===== src/rtl/ctrl_pipe_unit.sv =====
// Pipeline control unit: decodes the ID opcode and carries the controls through the
// ID/EX, EX/MEM and MEM/WB registers. Also detects load-use hazards and counts bubbles.
module ctrl_pipe_unit #(
  parameter int RADDR_W = 5,
  parameter int ALUOP_W = 5,
  parameter int CNT_W   = 16
) (
  input  logic               clk,
  input  logic               rst_n,
  input  logic [5:0]         id_opcode,
  input  logic [RADDR_W-1:0] id_rs,
  input  logic [RADDR_W-1:0] id_rt,
  input  logic [RADDR_W-1:0] id_rd,
  input  logic               flush,
  output logic               id_jump,
  output logic               id_branch,
  output logic               stall,
  output logic               illegal,
  output logic [ALUOP_W-1:0] ex_alu_op,
  output logic               ex_alu_src,
  output logic               ex_reg_dst,
  output logic [RADDR_W-1:0] ex_wreg,
  output logic               mem_read,
  output logic               mem_write,
  output logic               wb_reg_write,
  output logic               wb_memto_reg,
  output logic               wb_jal,
  output logic [RADDR_W-1:0] wb_wreg,
  output logic [CNT_W-1:0]   stall_cnt
);

  localparam logic [5:0] OP_RTYPE = 6'b000000;
  localparam logic [5:0] OP_J     = 6'b000010;
  localparam logic [5:0] OP_JAL   = 6'b000011;
  localparam logic [5:0] OP_BEQ   = 6'b000100;
  localparam logic [5:0] OP_BNE   = 6'b000101;
  localparam logic [5:0] OP_ADDI  = 6'b001000;
  localparam logic [5:0] OP_ADDIU = 6'b001001;
  localparam logic [5:0] OP_SLTI  = 6'b001010;
  localparam logic [5:0] OP_SLTIU = 6'b001011;
  localparam logic [5:0] OP_ANDI  = 6'b001100;
  localparam logic [5:0] OP_ORI   = 6'b001101;
  localparam logic [5:0] OP_XORI  = 6'b001110;
  localparam logic [5:0] OP_LUI   = 6'b001111;
  localparam logic [5:0] OP_LB    = 6'b100000;
  localparam logic [5:0] OP_LH    = 6'b100001;
  localparam logic [5:0] OP_LW    = 6'b100011;
  localparam logic [5:0] OP_LBU   = 6'b100100;
  localparam logic [5:0] OP_LHU   = 6'b100101;
  localparam logic [5:0] OP_LWU   = 6'b100111;
  localparam logic [5:0] OP_SB    = 6'b101000;
  localparam logic [5:0] OP_SH    = 6'b101001;
  localparam logic [5:0] OP_SW    = 6'b101011;

  localparam logic [ALUOP_W-1:0] ALU_RTYPE  = ALUOP_W'(0);
  localparam logic [ALUOP_W-1:0] ALU_ADD    = ALUOP_W'(1);
  localparam logic [ALUOP_W-1:0] ALU_AND    = ALUOP_W'(2);
  localparam logic [ALUOP_W-1:0] ALU_OR     = ALUOP_W'(3);
  localparam logic [ALUOP_W-1:0] ALU_XOR    = ALUOP_W'(4);
  localparam logic [ALUOP_W-1:0] ALU_LUI    = ALUOP_W'(5);
  localparam logic [ALUOP_W-1:0] ALU_SLT    = ALUOP_W'(6);
  localparam logic [ALUOP_W-1:0] ALU_SLTU   = ALUOP_W'(7);
  localparam logic [ALUOP_W-1:0] ALU_BRANCH = ALUOP_W'(8);

  localparam logic [RADDR_W-1:0] REG_ZERO = '0;
  localparam logic [RADDR_W-1:0] REG_LINK = '1;
  localparam logic [CNT_W-1:0]   CNT_MAX  = '1;

  // ID decode
  logic               dec_reg_write;
  logic               dec_reg_dst;
  logic               dec_alu_src;
  logic [ALUOP_W-1:0] dec_alu_op;
  logic               dec_mem_read;
  logic               dec_mem_write;
  logic               dec_memto_reg;
  logic               dec_branch;
  logic               dec_jump;
  logic               dec_jal;
  logic               dec_illegal;
  logic               dec_is_load;
  logic               dec_is_imm;
  logic [RADDR_W-1:0] dec_wreg;
  logic               dec_wr_en;

  // ID/EX
  logic [ALUOP_W-1:0] idex_alu_op_q,   idex_alu_op_d;
  logic               idex_alu_src_q,  idex_alu_src_d;
  logic               idex_reg_dst_q,  idex_reg_dst_d;
  logic               idex_mem_read_q, idex_mem_read_d;
  logic               idex_mem_wr_q,   idex_mem_wr_d;
  logic               idex_reg_wr_q,   idex_reg_wr_d;
  logic               idex_m2r_q,      idex_m2r_d;
  logic               idex_jal_q,      idex_jal_d;
  logic [RADDR_W-1:0] idex_wreg_q,     idex_wreg_d;

  // EX/MEM
  logic               exmem_mem_read_q, exmem_mem_read_d;
  logic               exmem_mem_wr_q,   exmem_mem_wr_d;
  logic               exmem_reg_wr_q,   exmem_reg_wr_d;
  logic               exmem_m2r_q,      exmem_m2r_d;
  logic               exmem_jal_q,      exmem_jal_d;
  logic [RADDR_W-1:0] exmem_wreg_q,     exmem_wreg_d;

  // MEM/WB
  logic               memwb_reg_wr_q, memwb_reg_wr_d;
  logic               memwb_m2r_q,    memwb_m2r_d;
  logic               memwb_jal_q,    memwb_jal_d;
  logic [RADDR_W-1:0] memwb_wreg_q,   memwb_wreg_d;

  logic [CNT_W-1:0] cnt_q, cnt_d;
  logic             bubble;

  always_comb begin
    dec_reg_write = 1'b0;
    dec_reg_dst   = 1'b0;
    dec_alu_src   = 1'b0;
    dec_alu_op    = ALU_RTYPE;
    dec_mem_read  = 1'b0;
    dec_mem_write = 1'b0;
    dec_memto_reg = 1'b0;
    dec_branch    = 1'b0;
    dec_jump      = 1'b0;
    dec_jal       = 1'b0;
    dec_illegal   = 1'b0;
    dec_is_load   = 1'b0;
    dec_is_imm    = 1'b0;
    case (id_opcode)
      OP_RTYPE: begin
        dec_reg_write = 1'b1;
        dec_reg_dst   = 1'b1;
      end
      OP_LB, OP_LH, OP_LW, OP_LBU, OP_LHU, OP_LWU: begin
        dec_is_load   = 1'b1;
        dec_mem_read  = 1'b1;
        dec_memto_reg = 1'b1;
        dec_reg_write = 1'b1;
        dec_alu_src   = 1'b1;
        dec_alu_op    = ALU_ADD;
      end
      OP_SB, OP_SH, OP_SW: begin
        dec_mem_write = 1'b1;
        dec_alu_src   = 1'b1;
        dec_alu_op    = ALU_ADD;
      end
      OP_ADDI, OP_ADDIU, OP_ANDI, OP_ORI, OP_XORI, OP_LUI, OP_SLTI, OP_SLTIU: begin
        dec_is_imm    = 1'b1;
        dec_reg_write = 1'b1;
        dec_alu_src   = 1'b1;
        case (id_opcode)
          OP_ANDI:  dec_alu_op = ALU_AND;
          OP_ORI:   dec_alu_op = ALU_OR;
          OP_XORI:  dec_alu_op = ALU_XOR;
          OP_LUI:   dec_alu_op = ALU_LUI;
          OP_SLTI:  dec_alu_op = ALU_SLT;
          OP_SLTIU: dec_alu_op = ALU_SLTU;
          default:  dec_alu_op = ALU_ADD;
        endcase
      end
      OP_BEQ, OP_BNE: begin
        dec_branch = 1'b1;
        dec_alu_op = ALU_BRANCH;
      end
      OP_J: begin
        dec_jump = 1'b1;
      end
      OP_JAL: begin
        dec_jump      = 1'b1;
        dec_jal       = 1'b1;
        dec_reg_write = 1'b1;
      end
      default: begin
        dec_illegal = 1'b1;
      end
    endcase
  end

  // An undecodable opcode carries no destination so the bubble is all-zero downstream.
  always_comb begin
    if (dec_illegal)      dec_wreg = REG_ZERO;
    else if (dec_reg_dst) dec_wreg = id_rd;
    else if (dec_jal)     dec_wreg = REG_LINK;
    else                  dec_wreg = id_rt;
    dec_wr_en = dec_reg_write && (dec_wreg != REG_ZERO);
  end

  // rt is a source only for opcodes that do not write it as their destination.
  always_comb begin
    stall = idex_mem_read_q && (idex_wreg_q != REG_ZERO) &&
            ((idex_wreg_q == id_rs) ||
             (!dec_is_load && !dec_is_imm && (idex_wreg_q == id_rt)));
    bubble = stall || flush;
  end

  assign id_jump   = dec_jump && !flush;
  assign id_branch = dec_branch && !flush;
  assign illegal   = dec_illegal;

  always_comb begin
    idex_alu_op_d   = '0;
    idex_alu_src_d  = 1'b0;
    idex_reg_dst_d  = 1'b0;
    idex_mem_read_d = 1'b0;
    idex_mem_wr_d   = 1'b0;
    idex_reg_wr_d   = 1'b0;
    idex_m2r_d      = 1'b0;
    idex_jal_d      = 1'b0;
    idex_wreg_d     = '0;
    if (!bubble) begin
      idex_alu_op_d   = dec_alu_op;
      idex_alu_src_d  = dec_alu_src;
      idex_reg_dst_d  = dec_reg_dst;
      idex_mem_read_d = dec_mem_read;
      idex_mem_wr_d   = dec_mem_write;
      idex_reg_wr_d   = dec_wr_en;
      idex_m2r_d      = dec_memto_reg;
      idex_jal_d      = dec_jal;
      idex_wreg_d     = dec_wreg;
    end
  end

  always_comb begin
    exmem_mem_read_d = idex_mem_read_q;
    exmem_mem_wr_d   = idex_mem_wr_q;
    exmem_reg_wr_d   = idex_reg_wr_q;
    exmem_m2r_d      = idex_m2r_q;
    exmem_jal_d      = idex_jal_q;
    exmem_wreg_d     = idex_wreg_q;
    memwb_reg_wr_d   = exmem_reg_wr_q;
    memwb_m2r_d      = exmem_m2r_q;
    memwb_jal_d      = exmem_jal_q;
    memwb_wreg_d     = exmem_wreg_q;
  end

  // A flush coinciding with a stall still inserts only one bubble.
  always_comb begin
    cnt_d = cnt_q;
    if (bubble && (cnt_q != CNT_MAX)) cnt_d = cnt_q + CNT_W'(1);
  end

  always_ff @(posedge clk or negedge rst_n) begin
    if (!rst_n) begin
      idex_alu_op_q    <= '0;
      idex_alu_src_q   <= 1'b0;
      idex_reg_dst_q   <= 1'b0;
      idex_mem_read_q  <= 1'b0;
      idex_mem_wr_q    <= 1'b0;
      idex_reg_wr_q    <= 1'b0;
      idex_m2r_q       <= 1'b0;
      idex_jal_q       <= 1'b0;
      idex_wreg_q      <= '0;
      exmem_mem_read_q <= 1'b0;
      exmem_mem_wr_q   <= 1'b0;
      exmem_reg_wr_q   <= 1'b0;
      exmem_m2r_q      <= 1'b0;
      exmem_jal_q      <= 1'b0;
      exmem_wreg_q     <= '0;
      memwb_reg_wr_q   <= 1'b0;
      memwb_m2r_q      <= 1'b0;
      memwb_jal_q      <= 1'b0;
      memwb_wreg_q     <= '0;
      cnt_q            <= '0;
    end else begin
      idex_alu_op_q    <= idex_alu_op_d;
      idex_alu_src_q   <= idex_alu_src_d;
      idex_reg_dst_q   <= idex_reg_dst_d;
      idex_mem_read_q  <= idex_mem_read_d;
      idex_mem_wr_q    <= idex_mem_wr_d;
      idex_reg_wr_q    <= idex_reg_wr_d;
      idex_m2r_q       <= idex_m2r_d;
      idex_jal_q       <= idex_jal_d;
      idex_wreg_q      <= idex_wreg_d;
      exmem_mem_read_q <= exmem_mem_read_d;
      exmem_mem_wr_q   <= exmem_mem_wr_d;
      exmem_reg_wr_q   <= exmem_reg_wr_d;
      exmem_m2r_q      <= exmem_m2r_d;
      exmem_jal_q      <= exmem_jal_d;
      exmem_wreg_q     <= exmem_wreg_d;
      memwb_reg_wr_q   <= memwb_reg_wr_d;
      memwb_m2r_q      <= memwb_m2r_d;
      memwb_jal_q      <= memwb_jal_d;
      memwb_wreg_q     <= memwb_wreg_d;
      cnt_q            <= cnt_d;
    end
  end

  assign ex_alu_op    = idex_alu_op_q;
  assign ex_alu_src   = idex_alu_src_q;
  assign ex_reg_dst   = idex_reg_dst_q;
  assign ex_wreg      = idex_wreg_q;
  assign mem_read     = exmem_mem_read_q;
  assign mem_write    = exmem_mem_wr_q;
  assign wb_reg_write = memwb_reg_wr_q;
  assign wb_memto_reg = memwb_m2r_q;
  assign wb_jal       = memwb_jal_q;
  assign wb_wreg      = memwb_wreg_q;
  assign stall_cnt    = cnt_q;

endmodule

===== config.mk =====
export PLATFORM = sky130hd
export DESIGN_NAME = ctrl_pipe_unit
export DESIGN_NICKNAME = d
export VERILOG_FILES = /design/src/rtl/ctrl_pipe_unit.sv
export SDC_FILE = /design/constraint.sdc
export NUM_CORES = 1
export LEC_CHECK = 0
export BUFFER_PORTS_ARGS = -buffer_cell sky130_fd_sc_hd__buf_4
export CAP_MARGIN = 20
export CORE_ASPECT_RATIO = 1.2
export CORE_MARGIN = 4
export CORE_UTILIZATION = 50
export DETAILED_ROUTE_END_ITERATION = 16
export GPL_TIMING_DRIVEN = 0
export PLACE_DENSITY = 0.8
export RECOVER_POWER = 50
export SLEW_MARGIN = 20
export SYNTH_ARGS = -nofsm -noshare
export SYNTH_HDL_FRONTEND = slang
export SYNTH_SLANG_ARGS = --single-unit

===== constraint.sdc =====
create_clock -name clk -period 2.79 [get_ports clk]
set_input_delay 0.837 -clock clk [delete_from_list [all_inputs] [get_ports clk]]
set_output_delay 0.837 -clock clk [all_outputs]
set_load 0.1 [all_outputs]

==> results.md, run 1 <==
Status:
- The flow ran to the end, but the final reports show violations.
- The final reports fail on negative setup slack.

Final layout:
- The antenna diode count is 0.
- Summing all flip-flop and latch instances after layout gives between 1000 and 1500 µm².
- The filler cells instantiated in the layout total 278.
- The final layout net count is around 290.
- The number of flip-flops under the largest register name is 16.
- The footprint of the multi-input gates is around 920 µm².
- The fraction of final layout cells sized beyond drive strength 1 is 0.384.
- Compared with the post-synthesis result, the final layout area differs by 42.5%.

GRT:
- The fraction of met2 tracks used by global routing is 0.336.
- The initial antenna violation count came to 0.
- The number of global-route vias before repair was approximately 1700.
- Entering global routing, the biggest net connects a little under 50 pins.
- The final global-route overflow total is 0.
- The global-route wire length before repair is ~8 mm.
- In this run the most used layer during global routing was met2.
- For this run, global-route usage on met3 was measured as 0.0286.
- The global-route usage over all layers is 0.198.
- In the global route stage, met1 resource usage came out at 0.249.

Clock network:
- The clock transition at the registers of the reported paths is ~0.090 ns.
- At the later pin of the worst-skew pair, clock insertion delay measures 0.30 ns.
- In this run the deepest clock path goes through 2 buffers.
- The count of H-tree levels built during CTS is 2.
- TritonCTS created 5 clock buffers.
- The number of clock sinks is between 40 and 50.
- TritonCTS built the clock tree.
- CTS placed an instance of clkbuf_8 at the clock tree root.

Power and ir drop:
- The cell-internal power is roughly 1.2 mW.
- The switching share of power is 0.410.
- The part of the total power dissipated in the clock network is 0.250.
- Summed over all nets, the switching power comes to a little over 0.8 mW.
- Across the VDD grid, the largest voltage drop is approximately 0.35 mV.
- The static leakage power is around 1.5 nW.
- Of the total power, registers draw 0.402.
- For this design the ratio of total power to cell area is between 600 and 700 nW/µm².
- Of the total power, combinational logic draws 0.348.

Place:
- The placer congestion estimate is between 0.9 and 1.
- The count of buffers added on input and output ports is 62.
- Detailed placement ended at an HPWL of between 3 and 4 mm.

Critical path:
- Measured in cells, the most critical reg-to-reg path has a length of 8.
- Data on the critical path is required at its endpoint by 1.95 ns.
- The worst register-to-register path ends at stall_cnt[1].
- The slowest library cell on the worst path is a21oi_2.
- Along the worst path, the maximum fanout reaches 8.
- The arrival time of data at the critical path endpoint is approximately 2.0 ns.
- The startpoint of the lowest-slack register-to-register path is stall_cnt[0].
- The worst setup path is of the in2out kind.
- The total buffers and inverters traversed by the critical path is 4.
- The signal on the critical path passes through buf_8, buf_12, a31oi_4, o41ai_4, a21oi_2, clkinvlp_4, buf_12.
- The most frequent cell on the critical path is buf_12.
- In this design, the stage delay of the slowest critical-path cell is 0.24 ns.
- For flop-to-flop paths, the worst setup slack is roughly 0.48 ns.
- The category of the worst setup path capture point is a primary output.
- The worst setup path is launched from a primary input.
- The gate family responsible for the most delay along the worst path is buffers and inverters.

Timing:
- The hold violation total from the final report is 0.
- The worst hold slack is approximately 0.36 ns.
- On the final layout, the worst clock skew is roughly 0.0084 ns.
- The worst pin sits at a relative slew slack of 0.222.
- For the final routed database, the setup TNS stands at -0.0361 ns.
- Of the available clock period, the critical path in the final layout requires 1.01.
- The maximum clock frequency is around 0.35 GHz.
- The shortest clock period the worst path allows after layout is roughly 2.8 ns.
- The setup slack of the critical path after layout is -0.0361 ns.
- Setup repair after global routing could not meet its margin everywhere.
- The total count of max-transition violations in the final report came to 0.
- The number of setup violations in the final report is 1.
- For the pin with the worst max-slew slack, the measured transition is roughly 1.2 ns.

Yosys:
- The distinct cell type count of the synthesized netlist is 41.
- The compound-cell area share of the yosys netlist was 0.0825.
- Of the total synthesized cell area, the portion taken by full adders, half adders and majority gates is 0.00602.
- The average footprint of a synthesized cell is 10.9 µm².
- Yosys printed 0 warnings.
- Of the synthesized area, sequential elements account for 0.578.
- Synthesis inferred 48 register bits.
- The simple-gate area share of the yosys netlist is 0.182.
- Of the total synthesized cell area, the portion taken by XOR and XNOR cells is 0.105.
- Measured against the total synthesized area, the mux share comes to 0.00542.
- By area, the combinational part of the netlist is dominated by simple AND/OR/NAND/NOR gates.
- When the netlist entered floorplanning its net count stood at between 200 and 250.
- The post-synthesis cell area is just over 2000 µm².
- Synthesis produced a netlist whose cell count is 191.

Floorplanning:
- The vertical die dimension is ~80 µm.
- The floorplan step defined a die boundary enclosing 5260 µm².
- The cell row count is 25.
- The initial utilization of the core area, before any placement, comes to 0.523.
- The placeable core area is between 3000 and 4000 µm².
- The number of placed I/O pins is 66.
- The die outline width is about 67 µm.

Hold path:
- The startpoint of the lowest-slack hold path is exmem_reg_wr_d.
- The cell depth of the worst hold path is 0.
- The endpoint of the worst hold-timing path is exmem_reg_wr_q.
- The path class of the tightest hold or removal check is reg2reg.

Routing:
- The wire length reported by the detailed router is 5.03 mm.
- Once detail routing completed, the nets flagged for antenna violations numbered 0.
- The total DRC errors in the routed layout is 0.
- The starting DRC count in detailed routing is ~120.
- The routed length per instance is between 15 and 20 µm.
- The detail-routed via count per cell is 5.33.
- The total vias in the final route is ~1700.
- The first-pass detailed-route iteration total is 4.

Run:
- The max-cap check violation count is 0.
[power groups by stage]
stage / Combinational (mW) / Clock, mW / Sequential (mW)
floorplan: 0.144 / 0 / 1.18
global placement: 0.666 / 0 / 0.821
detailed placement: 0.676 / 0 / 0.827
CTS: 0.690 / 0.508 / 0.812
global route: 0.739 / 0.546 / 0.820
finish: 0.704 / 0.504 / 0.812
[through the flow]
stage | area (µm²) | std cells | total power [mW] | utilization | worst slack, ns
after floorplan | 2150 | 191 | 1.33 | - | -0.239
after global placement | 2680 | 307 | 1.49 | 0.675 | -0.183
after detailed placement | 2680 | 307 | 1.50 | 0.675 | -0.233
after CTS | 2860 | 315 | 2.01 | 0.721 | 0.00188
after global routing | 2960 | 322 | 2.10 | 0.746 | -0.0546
final | 2960 | 322 | 2.02 | 0.746 | -0.0361
[layout make-up]
| type | count | area share |
|---|---|---|
| Clock buffer | 5 | 0.0232 |
| Tap cell | 54 | 0.0228 |
| Inverter | 7 | 0.0101 |
| Sequential cell | 48 | 0.406 |
| Clock inverter | 3 | 0.0161 |
| Timing Repair Buffer | 70 | 0.185 |
| Multi-Input combinational cell | 127 | 0.310 |
| Buffer | 8 | 0.0262 |
[Yosys cell counts]
library cell   n  area, µm²
dfrtp_1       48       1200
xor2_1        21        184
nor2_1        20       75.1
nand2_1       13       48.8
nor3_1        12       60.1
nand3_1        8       40.0
inv_1          7       26.3
a21oi_1        6       30.0
nor4_1         5       31.3
clkbuf_1       4       15.0
xnor2_1        4       35.0
nor2b_1        3       18.8
o21ai_0        3       15.0
o221ai_1       3       26.3
and3_1         2       12.5
and4_1         2       17.5
buf_2          2       10.0
buf_6          2       22.5
nand2b_1       2       12.5
nand4_1        2       12.5
o22a_1         2       17.5
a21o_2         1       8.76
a21oi_2        1       8.76
a22o_1         1       8.76
a31oi_1        1       6.26
buf_4          1       7.51
conb_1         1       3.75
ha_1           1       12.5
mux2_1         1       11.3
nand4b_1       1       8.76
nor3b_1        1       7.51
nor4b_1        1       8.76
nor4bb_1       1       10.0
o211ai_1       1       7.51
o211ai_2       1       12.5
o21a_1         1       7.51
o21ai_1        1       5.00
o32ai_1        1       8.76
o41ai_1        1       8.76
or2_2          1       6.26
or4_1          1       7.51
[metal layers]
layer / vias up / wire [µm]
li1: 809 / -
met5: - / 0
met4: 0 / 142
met2: 57 / 2660
met1: 835 / 2000
met3: 14 / 228
[cell usage in the layout, fill, tap and decap left out, drive strengths merged, types with 2 or more instances in the layout]
master / synthesis / routed
clkinv: 0 / 2
and4: 2 / 2
a21oi: 7 / 7
xnor2: 4 / 4
nand3: 8 / 8
o211ai: 2 / 2
o21ai: 4 / 4
clkbuf: 4 / 10
nor2b: 3 / 3
nand2b: 2 / 2
o221ai: 3 / 3
and3: 2 / 2
nor3: 12 / 12
xor2: 21 / 21
nor2: 20 / 20
buf: 5 / 73
inv: 7 / 6
dfrtp: 48 / 48
nor4: 5 / 5
o22a: 2 / 2
nand2: 13 / 13
nand4: 2 / 2
[kinds of logic (layout without fill, tap and decap cells)]
family	Yosys count	count (layout)
AOI/OAI and AO/OA	24	24
xor gates and xnor gates	25	25
DFF	48	48
muxes	1	1
adders and majority gates	1	1
and+or+nand+nor	75	75
other	1	1
buffers and inverters	16	93
[worst reg2reg max path: cells and delay by family, from the launching register on]
family,cells,cell delay (ns)
flops,1,0.43
simple gates,2,0.36
fa+ha+maj,1,0.24
buf+inv,2,0.33
mux,1,0.32
compound gates,2,0.51
[what timing repair did]
item / CTS / global route
setup endpoints to repair: 2 / 2
resized for setup: 12 / 13
cloned: 0 / 0
pin swaps: 0 / 5
hold buffers: 0 / 0
setup buffers: 1 / 7
[worst max path at each step]
stage | from | end | slack [ns] | cells past startpoint
floorplan | id_opcode[5] | id_jump | -0.24 | 3
finish | id_opcode[3] | illegal | -0.04 | 7
detailed placement | id_opcode[2] | illegal | -0.23 | 7
CTS | id_opcode[3] | illegal | 0.002 | 7
global placement | id_opcode[2] | illegal | -0.18 | 7
global route | id_opcode[3] | illegal | -0.05 | 7
Note: power is estimated with default switching activity, not from simulation.
==> inputs of run 2 (changes only) <==
Settings changed: CAP_MARGIN 20 to 30, PLACE_DENSITY 0.8 to 0.79.
==> results.md, run 2 (same netlist as run 1, synthesis figures left out) <==
Status:
- The flow ran to the end, and the final reports show no timing, DRC or antenna violations.

Timing:
- At the pin with the least slew margin, the transition time is around 1.1 ns.
- The total count of max-transition violations in the final report is 0.
- The hold violation total from the final report is 0.
- Clock skew on the completed layout was measured at 0.00232 ns.
- The final clock period utilization by the worst path is 0.991.
- The worst slew margin relative to its limit is 0.243.
- Setup repair after global routing could not meet its margin everywhere.
- Based on the critical path, the design can be clocked at up to 0.362 GHz.
- The tightest hold path in the finished design has a slack of between 0.3 and 0.4 ns.
- Setup violations remaining at the end of the flow were counted as 0.
- Counting I/O delays and the setup requirement, the final critical path takes about 2.8 ns.

Final layout:
- The layout overhead on the synthesized area is 42.1%.
- In the final layout, the share of cells above drive strength 1 is 0.395.
- The antenna diode count is 0.
- Leaving out fill and tap cells, the most frequent cell in the layout is buf_4.
- The filler cells instantiated in the layout total 288.
- After routing the design area is roughly 3000 µm².
- The number of flip-flops under the largest register name is 16.
- Leaving out fill and tap cells, the most frequent cells in the layout are buf_4 (66), dfrtp_1 (44), xor2_1 (21), nor2_1 (20), nand2_1 (12).
- The final layout net count is just under 300.

Critical path:
- The slowest library cell on the worst path is o21ai_4.
- The category of the worst setup path capture point is a primary output.
- The worst register-to-register path begins at ex_wreg[1].
- The worst reg-to-reg setup slack is between 0.5 and 0.6 ns.
- For the worst setup path, the data arrival time is between 1.5 and 2 ns.
- Counting cells, the worst reg-to-reg path comes to 7.
- The critical path goes through buf_4, buf_6, nor2b_1, a21oi_2, o21ai_2, o21ai_4, buf_12.
- In this design, the stage delay of the slowest critical-path cell is about 0.21 ns.
- The gate family responsible for the most delay along the worst path is compound AO/OA/AOI/OAI gates.
- In this run the worst path has a maximum fanout of 10.
- The startpoint class of the critical path is a primary input.
- In this run the critical register-to-register path is captured at stall_cnt[1].
- At the worst endpoint, the required time is 1.95 ns.
- Together, buffers and inverters on the worst path number 3.
- The critical path is of the in2out type.

Clock network:
- TritonCTS built the clock tree.
- The number of clock sinks is 48.
- The clock insertion delay at the later pin of the skew report is 0.30 ns.
- The clock transition at the registers of the reported paths is ~0.08 ns.
- Buffers inserted during clock tree synthesis total 5.
- The count of H-tree levels built during CTS is 2.
- The tree is rooted in a clkbuf_8.
- The number of hold buffers added after CTS is 0.
- Counting along the longest clock path gives a buffer depth of 2.

Routing:
- Wires add up to 4.70 mm.
- The detail-routed via count per cell is 5.18.
- The first routing iteration left 103 violations.
- In this run the remaining antenna-violating nets after routing total 0.
- For this run, design rule violations remaining after detail routing come to 0.
- The first-pass detailed-route iteration total is 4.
- The total vias in the final route is 1658.
- The routed length per instance is 14.7 µm.

GRT:
- The initial antenna violation count is 0.
- After global routing the overflow that remains totals 0.
- The maximum number of pins on one net before global-route repair is between 40 and 50.
- The global-route wire length before repair is between 7 and 8 mm.
- The number of global-route vias before repair is roughly 1600.
- Across every metal layer, demand over resource in global routing totals 0.195.

Floorplanning:
- The cell row count is 25.
- The die outline width is around 67 µm.
- In this run the count of I/O pins placed on the die edge is 66.
- The die outline area is 5260 µm².
- The initial cell density of the core is 0.523.
- The die is roughly 80 µm tall.
- The placeable core area is between 3000 and 4000 µm².

Hold path:
- The class of the most critical hold timing path is reg2reg.
- The startpoint identified for the worst hold timing path is exmem_wreg_q[3].
- The endpoint of the worst hold-timing path is wb_wreg[3].
- The cell depth of the worst hold path is 0.

Place:
- The placer congestion estimate is slightly above 0.9.
- The number of port buffers is 62.
- The HPWL after detailed placement is between 3 and 4 mm.
- The placed instances occupy a cell area of between 2000 and 3000 µm².

Run:
- The max-cap check violation count is 0.

Power and ir drop:
- The total chip power is roughly 2.2 mW.
- For this design the static power due to leakage is about 1.5 nW.
- The worst ir drop on vdd is about 0.51 mV.
- The power per unit of standard cell area is 735 nW/µm².
[run 2: changes by cell type in the layout (fill, tap and decap cells not counted), sizes merged]
cell,change
bufinv,+2
clkinv,-2
buf,-1
clkbuf,-1
[run 2: per-stage QoR]
step | setup WS (ns) | setup TNS, ns | util | cells
floorplan | -0.239 | -0.303 | - | 191
global placement | -0.190 | -0.291 | 0.675 | 307
detailed placement | -0.199 | -0.351 | 0.675 | 307
CTS | 0.0233 | 0 | 0.727 | 315
global route | -0.0298 | -0.0360 | 0.743 | 320
finish | 0.0261 | 0 | 0.743 | 320
[run 2: timing repair]
item,4_1_cts,5_1_grt
setup endpoints to repair,2,2
resized for setup,9,6
gates cloned,0,0
pin swaps,0,3
setup buffers,1,5
[run 2: area by class of cell]
cell class | instances | area (µm²) | share of cell area
plain buffers | 8 | 68.8 | 0.0233
inverters | 7 | 30.0 | 0.0102
multi-input cells | 127 | 893 | 0.303
clock inverters | 3 | 90.1 | 0.0305
repair buffers | 68 | 528 | 0.179
flip-flops and latches | 48 | 1210 | 0.408
clock buffers | 5 | 68.8 | 0.0233
well taps | 54 | 67.6 | 0.0229
[run 2: routing by layer]
layer  global-route usage  share of wire  vias up
met5                    0              0        -
met4               0.0730          0.015        0
met3               0.0386          0.055        6
met2                0.320           0.53       52
met1                0.251           0.40      798
li1                     -              -      802
[run 2: power breakdown]
part	switching, mW	total [mW]	internal, mW	leakage, nW
combinational	0.526	0.690	0.164	0.767
sequential	0.0602	0.812	0.751	0.636
clock	0.221	0.668	0.448	0.0784
[run 2: how the worst max path moves through the flow]
stage                 start       to  slack, ns  cells past startpoint
3_3_place_gp   id_opcode[2]  illegal      -0.19                      7
4_1_cts          ex_wreg[1]    stall       0.02                      5
3_5_place_dp   id_opcode[2]  illegal      -0.20                      7
5_1_grt        id_opcode[3]    stall      -0.03                      7
6_report       id_opcode[3]    stall       0.03                      7
2_1_floorplan  id_opcode[5]  id_jump      -0.24                      3
